<file path="config.mk">
export PLATFORM = sky130hd
export DESIGN_NAME = db_beta_arb
export DESIGN_NICKNAME = d
export VERILOG_FILES = /design/src/rtl/db_beta_arb.sv
export SDC_FILE = /design/constraint.sdc
export NUM_CORES = 1
export LEC_CHECK = 0
export ABC_AREA = 1
export CAP_MARGIN = 20
export CORE_MARGIN = 2
export CORE_UTILIZATION = 50
export DETAILED_ROUTE_END_ITERATION = 6
export GPL_TIMING_DRIVEN = 0
export PLACE_DENSITY = 0.81
export SYNTH_ARGS = -nofsm -noshare
export SYNTH_HDL_FRONTEND = slang
export SYNTH_SLANG_ARGS = --single-unit
export TNS_END_PERCENT = 50
</file>
<file path="constraint.sdc">
create_clock -name clk -period 4.1 [get_ports clk]
set_input_delay 0.615 -clock clk [delete_from_list [all_inputs] [get_ports clk]]
set_output_delay 0.615 -clock clk [all_outputs]
set_load 0.05 [all_outputs]
</file>
<file path="src/rtl/db_beta_arb.sv">
// -----------------------------------------------------------------------------
// db_beta_arb
//   Shares one deblocking beta ROM (6-bit indexB -> 5-bit beta) between the
//   luma and chroma edge filters. Each accepted request gets
//     indexB = Clip3(0, 51, ((qp_p + qp_q + 1) >> 1) + offset_b)
//   and the ROM result is returned in order with its source and tag.
//   The datapath has two stages: S1 holds indexB and drives the ROM address,
//   and S2 registers the ROM output.
//
// Configuration macro:
//   DB_BETA_LUMA_PRIO_EN  defined   -> fixed priority, luma always wins ties
//                         undefined -> round-robin between luma and chroma
//
// Ports:
//   clk, rst                 clock, synchronous active-high reset
//   offset_b_i               signed FilterOffsetB, sampled when a request is accepted
//   lu_req_i/lu_qp_p_i/lu_qp_q_i/lu_tag_i/lu_ack_o   luma request channel
//   ch_req_i/ch_qp_p_i/ch_qp_q_i/ch_tag_i/ch_ack_o   chroma request channel
//   rom_addr_o, rom_q_i      external beta ROM (combinational read)
//   beta_vld_o/beta_o/beta_src_o/beta_tag_o/beta_rdy_i  result channel
//                            (beta_src_o: 0 = luma, 1 = chroma)
// -----------------------------------------------------------------------------
module db_beta_arb #(
  parameter int TAG_W = 4
) (
  input  logic              clk,
  input  logic              rst,
  input  logic signed [4:0] offset_b_i,
  input  logic              lu_req_i,
  input  logic [5:0]        lu_qp_p_i,
  input  logic [5:0]        lu_qp_q_i,
  input  logic [TAG_W-1:0]  lu_tag_i,
  output logic              lu_ack_o,
  input  logic              ch_req_i,
  input  logic [5:0]        ch_qp_p_i,
  input  logic [5:0]        ch_qp_q_i,
  input  logic [TAG_W-1:0]  ch_tag_i,
  output logic              ch_ack_o,
  output logic [5:0]        rom_addr_o,
  input  logic [4:0]        rom_q_i,
  output logic              beta_vld_o,
  output logic [4:0]        beta_o,
  output logic              beta_src_o,
  output logic [TAG_W-1:0]  beta_tag_o,
  input  logic              beta_rdy_i
);

  localparam logic [5:0] QP_MAX = 6'd51;

  // Out-of-range qp (52..63) is treated as the maximum legal value.
  function automatic logic [5:0] clamp_qp(input logic [5:0] qp);
    return (qp > QP_MAX) ? QP_MAX : qp;
  endfunction

  // indexB = Clip3(0, 51, avg(qp_p, qp_q) + offset). The offset add is done
  // in a signed 8-bit intermediate so a negative result is visible for clipping.
  function automatic logic [5:0] calc_idx(input logic [5:0]        qp_p,
                                          input logic [5:0]        qp_q,
                                          input logic signed [4:0] off);
    logic [6:0]        sum;
    logic signed [7:0] idx_s;
    sum   = {1'b0, clamp_qp(qp_p)} + {1'b0, clamp_qp(qp_q)} + 7'd1;
    idx_s = signed'({2'b00, sum[6:1]}) + signed'({{3{off[4]}}, off});
    if (idx_s < 8'sd0)
      return 6'd0;
    else if (idx_s > 8'sd51)
      return QP_MAX;
    else
      return idx_s[5:0];
  endfunction

  logic             ld1, ld2, xfer;
  logic             grant_lu, grant_ch;
  logic             vld_p1;
  logic [5:0]       idx_p1;
  logic             src_p1;
  logic [TAG_W-1:0] tag_p1;
  logic             vld_p2;
  logic [4:0]       beta_p2;
  logic             src_p2;
  logic [TAG_W-1:0] tag_p2;

  assign ld2 = ~vld_p2 | beta_rdy_i;
  assign ld1 = ~vld_p1 | ld2;

`ifdef DB_BETA_LUMA_PRIO_EN
  assign grant_lu = lu_req_i;
  assign grant_ch = ch_req_i & ~lu_req_i;
`else
  // last_ch = 1 means chroma was granted most recently, so luma wins the next tie.
  logic last_ch;

  assign grant_lu = lu_req_i & (~ch_req_i | last_ch);
  assign grant_ch = ch_req_i & (~lu_req_i | ~last_ch);

  always_ff @(posedge clk) begin
    if (rst)
      last_ch <= 1'b1;
    else if (xfer)
      last_ch <= grant_ch;
  end
`endif

  // Acks are suppressed during reset so nothing is handed over on a reset edge.
  assign lu_ack_o = grant_lu & ld1 & ~rst;
  assign ch_ack_o = grant_ch & ld1 & ~rst;
  assign xfer     = lu_ack_o | ch_ack_o;

  // ---- Stage 1: indexB computation, drives ROM address ----
  always_ff @(posedge clk) begin
    if (rst) begin
      vld_p1 <= 1'b0;
      idx_p1 <= 6'd0;
      src_p1 <= 1'b0;
      tag_p1 <= '0;
    end else if (ld1) begin
      vld_p1 <= xfer;
      if (xfer) begin
        src_p1 <= ch_ack_o;
        if (ch_ack_o) begin
          idx_p1 <= calc_idx(ch_qp_p_i, ch_qp_q_i, offset_b_i);
          tag_p1 <= ch_tag_i;
        end else begin
          idx_p1 <= calc_idx(lu_qp_p_i, lu_qp_q_i, offset_b_i);
          tag_p1 <= lu_tag_i;
        end
      end
    end
  end

  assign rom_addr_o = idx_p1;

  // ---- Stage 2: registered ROM output ----
  always_ff @(posedge clk) begin
    if (rst) begin
      vld_p2  <= 1'b0;
      beta_p2 <= 5'd0;
      src_p2  <= 1'b0;
      tag_p2  <= '0;
    end else if (ld2) begin
      vld_p2  <= vld_p1;
      beta_p2 <= rom_q_i;
      src_p2  <= src_p1;
      tag_p2  <= tag_p1;
    end
  end

  assign beta_vld_o = vld_p2;
  assign beta_o     = beta_p2;
  assign beta_src_o = src_p2;
  assign beta_tag_o = tag_p2;

endmodule

</file>
[Word-level counts from Yosys, hierarchy flattened]
Cells that the tools add are included.
W data, S select, Z words.
Word-level totals
  register bits after elaboration: 24
  input bits: 47
  output and inout port bits: 19
  word-level logic and storage cells: 51
Cells by class
  order comparisons: 8
  reduce and logical (&&, ||, !) cells: 1
  add/sub/neg operators: 6
  bitwise logic cells: 17
  muxes and demuxes: 10
Operators by type and width (number)
  $mux W6: 9
  $gt A6 B6 Y1 const B: 4
  $add A7 B5 Y8: 2
  $gt A8 B7 Y1 const B: 2
  $lt A8 B1 Y1 const B: 2
  $add A6 B6 Y7: 2
  $add A7 B1 Y7 const B: 2
  $and A1 B1 Y1: 6
  $not A1 Y1: 6
  $or A1 B1 Y1: 5
  $mux W4: 1
  $reduce_and A2 Y1: 1

[Logic depth before layout (Yosys ltp)]
  depth after elaboration: 9
  depth in mapped cells: 25
  depth with buffers taken out: 25

[Worst setup path before layout]
No wires, ideal clock.
  path type: in2reg
  start point: input port ch_qp_p_i[3]
  end point: register idx_p1[2], in the netlist rom_addr_o[2]
  setup slack: 0.862 ns
  path buffers: 0
  data arrival time: 3.129 ns
  setup time: 0.109 ns
  stages: 22
  required time: 3.991 ns
  cell sequence: inv_1 > a21oi_1 > nor3_1 > nand2_1 > inv_1 > fa_1 > o21ai_0 > xnor2_1 > inv_1 > ha_1 > nand2_1 > inv_1 > nand2_1 > nand3_1 > nand2_1 > nand2_1 > nor2_1 > nor2_2 > nand3_1 > nand3_1 > nand2_1 > inv_1
Between the ends
  word-level cells in the longest chain between the ends: 9
  elaborated cells on any way between the ends: 10
  those cells by class: 3 x add/sub; 3 x order compare; 4 x mux
Ends and longest elaborated chain
  from (decl): RTL line 35  | input logic [5:0] ch_qp_p_i,
  $gt A6 B6 Y1: RTL line 52  | return (qp > QP_MAX) ? QP_MAX : qp;
  $mux W6 *: RTL line 52
  $add A6 B6 Y7 *: RTL line 62  | sum = {1'b0, clamp_qp(qp_p)} + {1'b0, clamp_qp(qp_q)} + 7'd1;
  $add A7 B1 Y7 *: RTL line 62
  $add A7 B5 Y8 *: RTL line 63  | idx_s = signed'({2'b00, sum[6:1]}) + signed'({{3{off[4]}}, off});
  $gt A8 B7 Y1: RTL line 66  | else if (idx_s > 8'sd51)
  $mux W6: RTL line 66
  $mux W6 *: RTL line 64  | if (idx_s < 8'sd0)
  $mux W6 *: RTL line 120  | if (ch_ack_o) begin
  to (signal assigned): RTL line 121  | idx_p1 <= calc_idx(ch_qp_p_i, ch_qp_q_i, offset_b_i);
  to (signal assigned): RTL line 124  | idx_p1 <= calc_idx(lu_qp_p_i, lu_qp_q_i, offset_b_i);
  to (decl): RTL line 75  | logic [5:0] idx_p1;
Every way passes the cells marked *; elsewhere a longest branch is shown, timed or not.
A chain may end at the register's enable or synchronous reset.

[Worst setup path after layout]
  start point: input port lu_qp_p_i[5]
  end point: register idx_p1[4], in the netlist rom_addr_o[4]
Between the ends
  word-level cells in the longest chain between the ends: 9
  elaborated cells on any way between the ends: 10
  those cells by class: 3 x add/sub; 3 x order compare; 4 x mux
Ends and longest elaborated chain
  from (decl): RTL line 30  | input logic [5:0] lu_qp_p_i,
  $gt A6 B6 Y1: RTL line 52
  $mux W6 *: RTL line 52
  $add A6 B6 Y7 *: RTL line 62
  $add A7 B1 Y7 *: RTL line 62
  $add A7 B5 Y8 *: RTL line 63
  $gt A8 B7 Y1: RTL line 66
  $mux W6: RTL line 66
  $mux W6 *: RTL line 64
  $mux W6 *: RTL line 120
Marked as above.

==> results.md <==
- After detailed routing, the number of remaining DRC violations is 0.
- The first-pass GRT wire length is just over 10 mm.
- The total via count after detailed routing is 2705.
- In the final layout, the share of cells above drive strength 1 is 0.0858.
- The total design power is 1.13 mW.
- The highest attainable clock frequency is 267 MHz.
- The tool flagged a number of max-cap violations equal to 0.
- The path depth of the worst reg2reg path is 9.
- The power per standard cell area is roughly 330 nW/um2.
- The die is 76.0 um wide.
- The clock-pin slew of the registers on the worst-case setup and hold paths is approximately 0.090 ns.
- The headroom to the max-slew limit is 0.617.
- The most common cell after layout, fill and taps aside is sky130_fd_sc_hd__nand2_1.
- TritonCTS built the clock tree.
- The post-synthesis cell count is a little over 400.
- The most numerous cell on the critical path is sky130_fd_sc_hd__a21oi_1.
- Of the synthesized area, sequential elements account for 0.186.
- In this design, the stage delay of the slowest critical-path cell is approximately 0.48 ns.
- After detailed routing, the number of vias per cell comes to 4.94.
- After global routing the overflow that remains totals 0.
- Leaving out filler cells and counting taps, the final layout contains 548.
- For the worst-skew pair, the clock arrives at the later sink with an insertion delay of between 0.2 and 0.3 ns.
- The startpoint identified for the worst register-to-register timing path is beta_vld_o.
- After routing the design area is 3410 um2.
- The share of total power dissipated in sequential elements is 0.232.
- The final-report setup violation count is 0.
- Summed over all layers, the routed wires come to slightly below 6 mm.
- For this configuration, the core starts out at a cell density of 0.513.
- The proportion of power drawn by the clock network is 0.183.
- The pre-antenna-repair detailed-routing pass consisted of 4 iterations.
- Of the total power, combinational logic draws 0.585.
- The y dimension of the die is around 76 um.
- Summed over all cells, the static leakage comes to approximately 1.8 nW.
- After floorplanning, the core was sized to cover just over 5000 um2.
- Setup repair after global routing left no endpoint under its margin.
- In this run, placement finished with an instance count of 544.
- The tree built by TritonCTS fans out to 24 sinks.
- The run finished with clean final reports.
- The synthesized net count is 484.
- For the worst setup path, the data arrival time is 3.92 ns.
- The max-slew violation total from the final report is 0.
- The number of distinct library cells after synthesis is 35.
- The count of pins on the block boundary is 66.
- From synthesis to final layout, the design area changed by 31.6%.
- The total inserted antenna cells is 0.
- The end of the worst register-to-register path is vld_p1.
- Summed over all nets, the switching power comes to ~0.49 mW.
- The cell with the largest stage delay on the worst path is sky130_fd_sc_hd__clkdlybuf4s50_1.
- For this design, the CTS-stage hold fixing added 0 buffers.
- OpenSTA, run right after detailed placement, puts the worst setup slack at -0.0497 ns.
- Detailed placement finished with a half-perimeter wire length of 4.90 mm.
- The flip-flop and latch count after synthesis is 24.
- Entering global routing, the biggest net connects 15 pins.
- Of the available clock period, the critical path in the final layout requires 0.912.
- The nature of the critical path endpoint is a flop.
- Setup slack closes at roughly 0.36 ns.
- The via count of the first global-routing pass came to 2536.
- The signal on the critical path passes through clkdlybuf4s50_1 > nand2_1 > a21oi_1 > nor2_1 > ha_1 > a21oi_1 > o21ai_0 > a21oi_1 > inv_1 > a21oi_1 > inv_1 > ha_1 > a21oi_1 > nand3_1 > nand2_1 > nand2_1 > inv_1 > nand2_2 > o21ai_0 > nand3_1 > nand2_1 > inv_1.
- For the pin with the worst max-slew slack, the measured transition is ~0.57 ns.
- The initial detailed-routing violation count is roughly 120.
- The internal portion of the total power is about 0.64 mW.
- The clock skew after layout is roughly 0.0054 ns.
- The number of warnings issued by yosys is 0.
- In this run the number of H-tree levels came out at 1.
- The class of the most critical setup path is primary input to flop.
- The congestion estimate from routability-driven global placement came to 0.872.
- The number of nets with antenna violations after detailed routing is 0.
- During placement, the flow inserted port buffers numbering 65.
- Of all nets on the critical path, the largest fanout is 5.
- Counting along the longest clock path gives a buffer depth of 2.
- The critical path endpoint is rom_addr_o[4].
- The worst-case IR drop observed on VDD is 0.000118 V.
- The minimum clock period after layout is 3.74 ns.
- The initial antenna violation count is 0.
- Averaged over all synthesized cells, the footprint is between 6 and 7 um2.
- The number of endpoints with negative hold slack in the final report was 0.
- The library cells used most frequently in the layout, excluding fill and tap cells, are 87 x sky130_fd_sc_hd__nand2_1, 72 x sky130_fd_sc_hd__inv_1, 65 x sky130_fd_sc_hd__clkdlybuf4s50_1.
- The number of buffers inserted during clock tree synthesis is 3.
- The launching element of the worst setup path is lu_qp_p_i[5].
- In the final routed layout, each cell accounts on average for ~11 um.
- Post-CTS timing repair inserted 0 buffers for setup.
- The switching share of total power is 0.429.
- The buffer cell driving the clock tree root is sky130_fd_sc_hd__clkbuf_8.
- The cell row count is 26.
- The global-route total usage across every layer is 0.209.
- The type of element launching the critical path is a primary input.
- The area of the die is 5770 um2.
- The area of the mapped netlist is 2590 um2.
- Setup slack on the worst reg-to-reg path comes out at roughly 2.6 ns.
- The required time of the critical path is roughly 4.3 ns.
- The area after detailed placement is 3330 um2.
- The final layout net count is between 500 and 600.
- The worst hold path belongs to the class flop to flop.
==> synthesized netlist by cell type <==
master / count / area, um2
sky130_fd_sc_hd__inv_1: 72 / 270
sky130_fd_sc_hd__xor2_1: 2 / 17.5
sky130_fd_sc_hd__clkbuf_1: 10 / 37.5
sky130_fd_sc_hd__xnor2_1: 8 / 70.1
sky130_fd_sc_hd__nand2_4: 6 / 67.6
sky130_fd_sc_hd__nor3_2: 1 / 10.0
sky130_fd_sc_hd__clkinv_1: 1 / 3.75
sky130_fd_sc_hd__a21oi_4: 2 / 32.5
sky130_fd_sc_hd__o21ai_1: 10 / 50.1
sky130_fd_sc_hd__fa_1: 4 / 80.1
sky130_fd_sc_hd__nand3_2: 2 / 20.0
sky130_fd_sc_hd__a31oi_1: 4 / 25.0
sky130_fd_sc_hd__nor2_1: 42 / 158
sky130_fd_sc_hd__buf_4: 1 / 7.51
sky130_fd_sc_hd__nand3_1: 32 / 160
sky130_fd_sc_hd__buf_1: 1 / 3.75
sky130_fd_sc_hd__o221ai_1: 2 / 17.5
sky130_fd_sc_hd__nand2_2: 10 / 62.6
sky130_fd_sc_hd__nor2_2: 1 / 6.26
sky130_fd_sc_hd__dfxtp_1: 24 / 480
sky130_fd_sc_hd__ha_1: 24 / 300
sky130_fd_sc_hd__inv_2: 6 / 22.5
sky130_fd_sc_hd__or2_4: 1 / 8.76
sky130_fd_sc_hd__nor2_8: 1 / 20.0
sky130_fd_sc_hd__nand2_1: 87 / 327
sky130_fd_sc_hd__a21oi_1: 20 / 100
sky130_fd_sc_hd__buf_6: 1 / 11.3
sky130_fd_sc_hd__o21ai_4: 1 / 16.3
sky130_fd_sc_hd__nand3b_1: 4 / 30.0
sky130_fd_sc_hd__nand4_1: 6 / 37.5
sky130_fd_sc_hd__o21ai_0: 19 / 95.1
sky130_fd_sc_hd__a21boi_1: 1 / 7.51
sky130_fd_sc_hd__nor3_1: 1 / 5.00
sky130_fd_sc_hd__nor2_4: 1 / 11.3
sky130_fd_sc_hd__nor3_4: 1 / 16.3
==> registers in the layout, summed over array words and instances (netlist names) <==
signal and count:
rom_addr_o 6, beta_o 5, beta_tag_o 4, tag_p1 4, beta_src_o 1, beta_vld_o 1
last_ch 1, src_p1 1, vld_p1 1
==> worst max-delay path: cells and delay by family <==
kind	cells	cell delay (ns)
buf+inv	5	0.69
compound gates	7	1.29
fa+ha+maj	2	0.71
simple gates	8	0.64
==> worst min path at each step <==
stage / from / end / slack, ns / cells after the start
3_5_place_dp: tag_p1[0] / beta_tag_o[0] / 0.47 / 2
6_report: src_p1 / beta_src_o / 0.49 / 2
5_1_grt: tag_p1[0] / beta_tag_o[0] / 0.53 / 2
2_1_floorplan: src_p1 / beta_src_o / 0.46 / 2
3_3_place_gp: tag_p1[2] / beta_tag_o[2] / 0.47 / 2
4_1_cts: src_p1 / beta_src_o / 0.49 / 2
==> routing by layer <==
layer / global-route usage / share of wire
met1: 0.222 / 0.42
met2: 0.417 / 0.52
met3: 0.0286 / 0.046
met4: 0.0709 / 0.020
met5: 0 / 0
==> cell type report <==
| type | instances | area (um2) |
|---|---|---|
| Multi-Input combinational cell | 293 | 1760 |
| Fill cell | 467 | 1640 |
| Timing Repair Buffer | 65 | 651 |
| Sequential cell | 24 | 480 |
| Inverter | 79 | 297 |
| Tap cell | 70 | 87.6 |
| Buffer | 13 | 60.1 |
| Clock buffer | 3 | 41.3 |
| Clock inverter | 1 | 30.0 |
==> cells by family after synthesis <==
logic type	Yosys count	share of synthesized area
AO/OA/AOI/OAI	59	0.133
XOR/XNOR	10	0.0338
adder cells (fa/ha/maj)	28	0.147
buffers and inverters	92	0.138
flip-flops	24	0.186
AND/OR/NAND/NOR	196	0.363
==> through the flow <==
stage | util | hold WS (ns) | TNS (ns)
2_1_floorplan | - | 0.455 | 0
6_report | 0.675 | 0.490 | 0
5_1_grt | 0.675 | 0.526 | 0
3_3_place_gp | 0.660 | 0.465 | 0
4_1_cts | 0.674 | 0.492 | 0
3_5_place_dp | 0.660 | 0.473 | -0.0697
==> power groups by stage <==
stage	combinational (mW)	clock [mW]	sequential (mW)
2_1_floorplan	0.446	0	0.314
3_3_place_gp	0.638	0	0.267
3_5_place_dp	0.656	0	0.267
4_1_cts	0.659	0.207	0.262
5_1_grt	0.746	0.216	0.264
6_report	0.661	0.207	0.262
==> repair_timing <==
action                                  4_1_cts  5_1_grt
endpoints found under the setup margin        0        6
resized for setup                             0        4
endpoints found under the hold margin         0        0
Note: power is estimated with default switching activity, not from simulation.
==> variant (config.mk and constraints unchanged) <==
Make the reset (`rst`) asynchronous in 3 clocked blocks. Comments in the files are not updated.
--- a/src/rtl/db_beta_arb.sv
+++ b/src/rtl/db_beta_arb.sv
@@ -93,7 +93,7 @@
   assign grant_lu = lu_req_i & (~ch_req_i | last_ch);
   assign grant_ch = ch_req_i & (~lu_req_i | ~last_ch);
 
-  always_ff @(posedge clk) begin
+  always_ff @(posedge clk or posedge rst) begin
     if (rst)
       last_ch <= 1'b1;
     else if (xfer)
@@ -107,7 +107,7 @@
   assign xfer     = lu_ack_o | ch_ack_o;
 
   // ---- Stage 1: indexB computation, drives ROM address ----
-  always_ff @(posedge clk) begin
+  always_ff @(posedge clk or posedge rst) begin
     if (rst) begin
       vld_p1 <= 1'b0;
       idx_p1 <= 6'd0;
@@ -131,7 +131,7 @@
   assign rom_addr_o = idx_p1;
 
   // ---- Stage 2: registered ROM output ----
-  always_ff @(posedge clk) begin
+  always_ff @(posedge clk or posedge rst) begin
     if (rst) begin
       vld_p2  <= 1'b0;
       beta_p2 <= 5'd0;
Function: differs if rst is asserted again (counterexample within 4 cycles, from zero or initial values and one cycle with rst high); with rst held inactive, the same outputs for 10 cycles.
==> variant against the original RTL <==
- design area fell by 3.4%
- setup slack got worse by 0.14 ns
- sequential cell count did not move
- first-iteration DRC count fell by 8.5%
- sequential share of layout area rose by 4.2 points
- fmax fell by 3.5%
- area after synthesis fell by 4.7%
- non-clock buffer count fell by 2
- routed wire length fell by 6.7%
- combinational power rose by 41%
- total power rose by 27%
- largest power group unchanged
- highest routed layer unchanged
==> variant: results <==
metrics = {
    "route": {
        "dr_wl_met2_um": 2800,
        "wl_met1_um": 2440,
        "met3_length_um": 249,
        "vias_per_cell": 4.94,
    },
    "synth": {
        "synth_commonest_cells": "94 x nand2_1, 58 x inv_1, 24 x ha_1",
        "synth-compound-area-share": 0.0948,
        "synth_fa_ha_area_frac": 0.154,
        "ys_types": 33,
        "synthCells": 351,
        "synth_mux_area_frac": 0.0456,
        "synth.area.top_cells": "dfrtp_1 23%, nand2_1 14%, ha_1 12%, inv_1 8.8%, mux2_2 4.6%",
        "ys.flop_type": "dfrtp_1",
        "syn-num-nets": 426,
    },
    "placed_design": {
        "place_inst": 483,
        "gp_congestion": 0.845,
    },
    "sta": {
        "worst-slew-pin-transition_ns": 0.520,
        "fin_skew_ns": 0.00867,
        "whs_ns": 0.493,
    },
    "hold_path": {
        "min_from": "rom_addr_o[1]",
    },
    "pwr": {
        "peakVddDrop_uv": 218,
        "p_leak_nw": 1.71,
        "p_sw_mw": 0.683,
    },
    "worst_setup_path": {
        "r2r-end": "tag_p1[1]",
        "crit_family": "simple AND/OR/NAND/NOR gates",
        "ff2ff_path_depth": 7,
        "crit_path_start": "ch_qp_q_i[5]",
    },
    "layout": {
        "synthToLayoutAreaGrowth_pct": 33.4,
        "fin_nets": 497,
    },
    "global_route": {
        "met3_usage": 0.0217,
        "grt_pass1_vias": 2344,
        "grt.total_usage": 0.207,
        "grt.met1_usage": 0.245,
    },
    "outcome": {
        "status": "complete, no violations",
    },
}
[variant: area by class of cell]
type / instances / area, um2
multi-input combinational: 255 / 1620
fill: 424 / 1460
timing repair buffer: 66 / 658
sequential: 24 / 602
inverter: 62 / 233
tap: 67 / 83.8
clock buffer: 4 / 55.1
buffer: 10 / 42.5
[variant: per-stage QoR]
stage	worst slack (ns)	instance area, um2	util
after floorplan	0.840	2470	-
after global placement	0.0636	3200	0.673
after detailed placement	-0.0493	3200	0.673
after CTS	0.207	3260	0.685
after global routing	-0.00726	3290	0.692
final	0.225	3290	0.692
[variant: tightest hold or removal path, stage by stage, from the launching register on]
cell and delay [ns]:
dfrtp_1 0.35, nand2_1 0.06, nand2_1 0.05
[variant: power groups by stage]
stage          sequential [mW]  combinational (mW)  clock [mW]
2_1_floorplan            0.524               0.487           0
3_3_place_gp             0.346               0.892           0
3_5_place_dp             0.350               0.916           0
4_1_cts                  0.345               0.920       0.157
5_1_grt                  0.354                1.03       0.168
6_report                 0.347               0.930       0.158
